===== src/rtl/gnr_ctrl_pkg.sv =====
// Shared types and defaults for the gene-regulatory-network attractor controller.
package gnr_ctrl_pkg;

  localparam int unsigned DefCntW    = 16;
  localparam logic [15:0] DefMaxIter = 16'hFFFF;

  typedef enum logic [3:0] {
    StIdle,
    StLoad,
    StRunA,
    StRunB,
    StRunChk,
    StPerStep,
    StPerChk,
    StMuLoad,
    StMuAdv,
    StMuChk,
    StMuA,
    StMuB,
    StFin
  } gnr_state_e;

endpackage


===== src/rtl/gnr_sat_counter.sv =====
// Saturating up-counter with synchronous clear; nxt_o is the value an increment would produce.
module gnr_sat_counter #(
  parameter int unsigned CNT_W = 16
) (
  input  logic             clk_i,
  input  logic             rst_n,
  input  logic             clr_i,
  input  logic             inc_i,
  output logic [CNT_W-1:0] cnt_o,
  output logic [CNT_W-1:0] nxt_o,
  output logic             sat_o
);

  logic [CNT_W-1:0] cnt_q;

  assign cnt_o = cnt_q;
  assign sat_o = &cnt_q;
  assign nxt_o = sat_o ? cnt_q : cnt_q + 1'b1;

  always_ff @(posedge clk_i or negedge rst_n) begin
    if (!rst_n) begin
      cnt_q <= '0;
    end else if (clr_i) begin
      cnt_q <= '0;
    end else if (inc_i) begin
      cnt_q <= nxt_o;
    end
  end

endmodule


===== src/rtl/gnr_attractor_ctrl.sv =====
// Floyd cycle-detection initiator for a boolean gene-regulatory network node array.
// Optional transient (mu) measurement is built when GNR_TRANSIENT_EN is defined.
module gnr_attractor_ctrl
  import gnr_ctrl_pkg::*;
#(
  parameter int unsigned      N_NODES  = 8,
  parameter int unsigned      CNT_W    = DefCntW,
  parameter logic [CNT_W-1:0] MAX_ITER = CNT_W'(DefMaxIter)
) (
  input  logic               clk_i,
  input  logic               rst_n,
  input  logic               start_i,
  input  logic [N_NODES-1:0] init_vec_i,
  input  logic [N_NODES-1:0] s0_vec_i,
  input  logic [N_NODES-1:0] s1_vec_i,
  output logic               reset_nos_o,
  output logic               start_s0_o,
  output logic               start_s1_o,
  output logic [N_NODES-1:0] init_state_o,
  output logic               busy_o,
  output logic               done_o,
  output logic               timeout_o,
  output logic [CNT_W-1:0]   period_o,
  output logic [N_NODES-1:0] attractor_o,
  output logic [CNT_W-1:0]   transient_o
);

  gnr_state_e       state_q;
  logic             reset_nos_q, start_s0_q, start_s1_q;
  logic             busy_q, done_q, timeout_q;
  logic [N_NODES-1:0] init_state_q, attractor_q;
  logic [CNT_W-1:0] period_q;

  logic             iter_clr, iter_inc, iter_sat;
  logic [CNT_W-1:0] iter_cnt, iter_nxt;
  logic             cnt_clr, cnt_inc, cnt_sat;
  logic [CNT_W-1:0] cnt_cnt, cnt_nxt;
  logic             match;

  assign match = (s0_vec_i == s1_vec_i);

  // Node outputs are only trusted in states that issued no enable this cycle.
  always_comb begin
    iter_clr = 1'b0;
    iter_inc = 1'b0;
    cnt_clr  = 1'b0;
    cnt_inc  = 1'b0;
    case (state_q)
      StLoad:    iter_clr = 1'b1;
      StRunChk:  begin
        iter_inc = 1'b1;
        cnt_clr  = match;
      end
      StPerStep: cnt_inc = 1'b1;
      StMuLoad:  begin
        iter_clr = 1'b1;
        cnt_clr  = 1'b1;
      end
      StMuAdv:   iter_inc = 1'b1;
      StMuB:     cnt_inc = 1'b1;
      default:   ;
    endcase
  end

  gnr_sat_counter #(.CNT_W(CNT_W)) u_iter (
    .clk_i (clk_i),
    .rst_n (rst_n),
    .clr_i (iter_clr),
    .inc_i (iter_inc),
    .cnt_o (iter_cnt),
    .nxt_o (iter_nxt),
    .sat_o (iter_sat)
  );

  gnr_sat_counter #(.CNT_W(CNT_W)) u_cnt (
    .clk_i (clk_i),
    .rst_n (rst_n),
    .clr_i (cnt_clr),
    .inc_i (cnt_inc),
    .cnt_o (cnt_cnt),
    .nxt_o (cnt_nxt),
    .sat_o (cnt_sat)
  );

`ifdef GNR_TRANSIENT_EN
  logic [CNT_W-1:0] transient_q;
  assign transient_o = transient_q;
`else
  assign transient_o = '0;
`endif

  always_ff @(posedge clk_i or negedge rst_n) begin
    if (!rst_n) begin
      state_q      <= StIdle;
      reset_nos_q  <= 1'b0;
      start_s0_q   <= 1'b0;
      start_s1_q   <= 1'b0;
      busy_q       <= 1'b0;
      done_q       <= 1'b0;
      timeout_q    <= 1'b0;
      init_state_q <= '0;
      attractor_q  <= '0;
      period_q     <= '0;
`ifdef GNR_TRANSIENT_EN
      transient_q  <= '0;
`endif
    end else begin
      case (state_q)
        StIdle: begin
          if (start_i) begin
            init_state_q <= init_vec_i;
            done_q       <= 1'b0;
            timeout_q    <= 1'b0;
            period_q     <= '0;
            busy_q       <= 1'b1;
            reset_nos_q  <= 1'b1;
            state_q      <= StLoad;
          end
        end
        StLoad: begin
          reset_nos_q <= 1'b0;
          start_s0_q  <= 1'b1;
          start_s1_q  <= 1'b1;
          state_q     <= StRunA;
        end
        StRunA: state_q <= StRunB;
        StRunB: begin
          start_s0_q <= 1'b0;
          start_s1_q <= 1'b0;
          state_q    <= StRunChk;
        end
        StRunChk: begin
          if (match) begin
            attractor_q <= s0_vec_i;
            start_s1_q  <= 1'b1;
            state_q     <= StPerStep;
          end else if (iter_nxt == MAX_ITER || iter_sat) begin
            timeout_q <= 1'b1;
            busy_q    <= 1'b0;
            done_q    <= 1'b1;
            state_q   <= StFin;
          end else begin
            start_s0_q <= 1'b1;
            start_s1_q <= 1'b1;
            state_q    <= StRunA;
          end
        end
        StPerStep: begin
          start_s1_q <= 1'b0;
          state_q    <= StPerChk;
        end
        StPerChk: begin
          if (s1_vec_i == attractor_q) begin
            period_q <= cnt_cnt;
`ifdef GNR_TRANSIENT_EN
            reset_nos_q <= 1'b1;
            state_q     <= StMuLoad;
`else
            busy_q  <= 1'b0;
            done_q  <= 1'b1;
            state_q <= StFin;
`endif
          end else if (cnt_sat) begin
            timeout_q <= 1'b1;
            busy_q    <= 1'b0;
            done_q    <= 1'b1;
            state_q   <= StFin;
          end else begin
            start_s1_q <= 1'b1;
            state_q    <= StPerStep;
          end
        end
`ifdef GNR_TRANSIENT_EN
        StMuLoad: begin
          reset_nos_q <= 1'b0;
          start_s1_q  <= 1'b1;
          state_q     <= StMuAdv;
        end
        // Hare is pushed exactly period steps ahead of the reloaded tortoise.
        StMuAdv: begin
          if (iter_nxt == period_q) begin
            start_s1_q <= 1'b0;
            state_q    <= StMuChk;
          end
        end
        StMuChk: begin
          if (match) begin
            transient_q <= cnt_cnt;
            busy_q      <= 1'b0;
            done_q      <= 1'b1;
            state_q     <= StFin;
          end else if (cnt_sat) begin
            timeout_q <= 1'b1;
            busy_q    <= 1'b0;
            done_q    <= 1'b1;
            state_q   <= StFin;
          end else begin
            start_s0_q <= 1'b1;
            start_s1_q <= 1'b1;
            state_q    <= StMuA;
          end
        end
        StMuA: begin
          start_s1_q <= 1'b0;
          state_q    <= StMuB;
        end
        StMuB: begin
          start_s0_q <= 1'b0;
          state_q    <= StMuChk;
        end
`endif
        StFin:   state_q <= StIdle;
        default: state_q <= StIdle;
      endcase
    end
  end

  assign reset_nos_o  = reset_nos_q;
  assign start_s0_o   = start_s0_q;
  assign start_s1_o   = start_s1_q;
  assign init_state_o = init_state_q;
  assign busy_o       = busy_q;
  assign done_o       = done_q;
  assign timeout_o    = timeout_q;
  assign period_o     = period_q;
  assign attractor_o  = attractor_q;

endmodule


===== config.mk =====
export PLATFORM = sky130hd
export DESIGN_NAME = gnr_attractor_ctrl
export DESIGN_NICKNAME = d
export VERILOG_FILES = /design/src/rtl/gnr_ctrl_pkg.sv /design/src/rtl/gnr_sat_counter.sv /design/src/rtl/gnr_attractor_ctrl.sv
export SDC_FILE = /design/constraint.sdc
export NUM_CORES = 1
export LEC_CHECK = 0
export CORE_MARGIN = 2
export CORE_UTILIZATION = 47
export CTS_CLUSTER_SIZE = 30
export DETAILED_ROUTE_END_ITERATION = 7
export PLACE_DENSITY = 0.82
export SKIP_CTS_REPAIR_TIMING = 1
export SYNTH_ARGS = -nofsm -noshare
export SYNTH_HDL_FRONTEND = slang
export SYNTH_SLANG_ARGS = --single-unit

===== constraint.sdc =====
create_clock -name clk_i -period 1.9 [get_ports clk_i]
set_input_delay 0.285 -clock clk_i [delete_from_list [all_inputs] [get_ports clk_i]]
set_output_delay 0.285 -clock clk_i [all_outputs]
set_load 0.03 [all_outputs]

==> metrics.md <==
| Metric | Value |
|---|---|
| Setup crit start | `u_iter.cnt_o[1]` |
| Sequential cell area fraction in the yosys report | `44.36%` |
| Register area | `1858 um2` |
| PD cells | `950.2 nW/um2` |
| Yosys cell types | `61` |
| Placed insts | `668` |
| Antenna diodes | `0` |
| DIE HEIGHT | `98.24 um` |
| Final Wtd Congestion | `0.9284` |
| Fillers | `630` |
| PortBufs | `64` |
| Worst skew pair latency | `0.37 ns` |
| Row count | `34` |
| Fin Setup TNS | `-0.8329 ns` |
| Mapped Avg Cell Area | `9.276 um2` |
| Clock buffer depth | `2` |
| Die area | `9651 um2` |
| Async SR Flop Fraction | `100.0%` |
| Total I/O pin count | `81` |
| Nets | `614` |
| Slowest CP cell | `dfrtp_2` |
| Post-route worst setup slack | `-0.1595 ns` |
| Most used DFF post-synth | `dfrtp_1` |
| DR DRC count | `0` |
| Detailed placement HPWL | `7319 um` |
| CTS tree | `yes` |
| CP bufs+invs | `0` |
| Htree depth | `3` |
| Antenna violations before repair | `0` |
| CTS clock-pin slew for the worst setup and hold paths | `0.08 ns` |
| Multi-input logic area | `2227 um2` |
| Power, Total | `5.515 mW` |
| Largest net degree at the start of global routing | `75` |
| Pre-CTS setup slack | `-0.2645 ns` |
| Routed WL | `10620 um` |
| Max Clock Skew | `0.01174 ns` |
| Leak pwr | `2.596 nW` |
| Outcome | `finished, violations left` |
| CP Data Arrival Time | `2.32 ns` |
| EDFF count, synth | `0` |
| Post-Syn Area | `4174 um2` |
| CTS Buf Count | `9` |
| Starting Density | `48.10%` |
| Antenna-violating nets left | `0` |
| Vias per cell | `5.473` |
| Vias in the first global route | `3816` |
| Leading cell type in the layout, fill and taps excluded | `buf_4` |
| Max Cap Violations | `0` |
| Worst EP required | `2.16 ns` |
| Critical Path, Cell by Cell | `ha_4 > and3_1 > a21boi_0 > o211ai_1 > a211oi_2 > a31o_2 > nor2_2 > a31o_1` |
| Worst R2R Start | `u_iter.cnt_o[1]` |
| Maximum vdd drop | `0.9988 mV` |
| WS Path Type | `flip-flop to flip-flop` |
| #FFs+latches synth | `74` |
| Worst-path fanout max | `6` |
| Final Hold Fails | `0` |
| Fin crit share | `108.4%` |
| RSZ-0062 raised after global routing | `true` |
| Max Freq | `485.6 MHz` |
| CP peak stage delay | `0.45 ns` |
| Grt ovf | `0` |
| Fin cells | `698` |
| Via count | `3820` |
| Warnings from Yosys | `0` |
| Crit path capture type | `flip-flop` |
| Hold Path Class | `input pin to async pin` |
| Commonest cells after routing, fill and taps aside | `77 x buf_4, 69 x dfrtp_1, 63 x clkdlybuf4s50_1, 41 x nor2_1, 33 x o21ai_0` |
| Total GRT Usage | `22.07%` |
| First-pass GRT wire length | `17460 um` |
| Layout area overhead | `39.06%` |
| Clock Sinks | `74` |
| Violated checks | `setup timing` |
| Wire per inst | `15.21 um` |
| Drt first-iter violations | `270` |
| Layout cells sized above 1 | `27.97%` |
| Slew Limit Fails | `0` |
| Core area | `8678 um2` |
| Post-Synthesis Cells | `450` |
| Number of setup violations in the final report | `8` |
| TritonRoute pass-1 iters | `4` |
| Die Wd | `98.24 um` |
| Period minus WS final | `2.059 ns` |
| Crit start category | `flip-flop` |
| Crit path max-delay family | `compound AO/OA/AOI/OAI gates` |
| Clk root buf | `clkbuf_8` |
-- worst paths after layout --
check / endpoint / slack, ns / cells past startpoint
worst min-delay path: period_o[7] / 0.46 / 3
max in group asynchronous: u_iter.cnt_o[5] / 1.08 / 3
worst min register to register: init_state_o[0] / 0.52 / 1
worst max-delay path: start_s0_o / -0.16 / 8
worst max register to register: start_s0_o / -0.16 / 8
min in group clk_i: init_state_o[0] / 0.52 / 1
-- worst reg2reg max path, cell delays in order, from the launching register on --
cell      delay [ns]
dfrtp_2         0.45
ha_4            0.19
and3_1          0.19
a21boi_0        0.28
o211ai_1        0.19
a211oi_2        0.17
a31o_2          0.24
nor2_2          0.07
a31o_1          0.17
-- where the power goes --
group          internal [mW]  total [mW]  switching, mW
combinational          0.999        2.21           1.21
sequential              1.81        2.00          0.189
clock                  0.656        1.30          0.648
total                   3.47        5.52           2.05
-- synthesized netlist by cell type (all sizes together) (2+ instances only) --
cell / number / area share [%]
dfrtp: 74 / 44
nor2: 47 / 4.3
o21ai: 39 / 4.7
nand3: 26 / 3.1
buf: 24 / 4.0
nand2: 24 / 2.2
inv: 22 / 2.0
nand4: 19 / 3.4
xor2: 19 / 4.0
mux2: 18 / 4.9
a21oi: 17 / 2.0
xnor2: 15 / 3.1
clkbuf: 14 / 1.3
nor3: 9 / 1.1
and3: 8 / 1.2
nor4: 5 / 1.5
a21o: 4 / 0.72
a31oi: 4 / 0.60
o2111ai: 4 / 0.84
o211ai: 4 / 0.72
or2: 4 / 0.60
and2: 3 / 0.45
and4: 3 / 0.69
nand2b: 3 / 0.45
nor2b: 3 / 0.45
nor3b: 3 / 0.54
o41ai: 3 / 0.63
a211oi: 2 / 0.36
a21boi: 2 / 0.36
a22o: 2 / 0.42
a31o: 2 / 0.42
ha: 2 / 0.60
o21a: 2 / 0.36
o22a: 2 / 0.42
o31ai: 2 / 0.36
or3: 2 / 0.30
-- layout make-up --
class / count / share of cell area [%]
Clock buffer: 10 / 2.371
Clock inverter: 6 / 1.250
Inverter: 22 / 1.423
Multi-Input combinational cell: 331 / 38.37
Sequential cell: 74 / 32.01
Tap cell: 108 / 2.328
Timing Repair Buffer: 147 / 22.25
-- state kept, by name (all words and copies together), names as in the netlist, 4 cells and up --
name	flops
init_state_o	8
u_cnt.cnt_o	16
u_iter.cnt_o	16
attractor_o	8
state_q	4
period_o	16
-- routing by layer --
metal | track usage (%) | wire length, um | vias up
li1 | - | - | 1835
met1 | 26.94 | 4382 | 1838
met2 | 37.51 | 5365 | 122
met3 | 5.297 | 608 | 25
met4 | 9.378 | 263 | 0
met5 | 0 | 0 | -
-- stage by stage --
stage / hold slack, ns / area (um2) / utilization, %
final: 0.4609 / 5804 / 66.88
after global routing: 0.5255 / 5804 / 66.88
after global placement: 0.3456 / 5373 / 61.91
after floorplan: -0.01059 / 4294 / -
after detailed placement: 0.3487 / 5373 / 61.91
after CTS: -0.04130 / 5583 / 64.33
-- cell families (layout without fill, tap and decap cells) --
kind of cell / Yosys count / after routing / share of synthesized area [%]
AND/OR/NAND/NOR: 163 / 163 / 20.98
flip-flops: 74 / 74 / 44.36
buffers and inverters: 60 / 185 / 7.254
XOR/XNOR: 34 / 34 / 7.134
multiplexers: 18 / 18 / 4.856
adder cells (fa/ha/maj): 2 / 2 / 0.5994
other: 1 / 16 / 0.08984
AO/OA/AOI/OAI: 98 / 98 / 14.72
No activity file was read; power rests on OpenSTA's default activity.
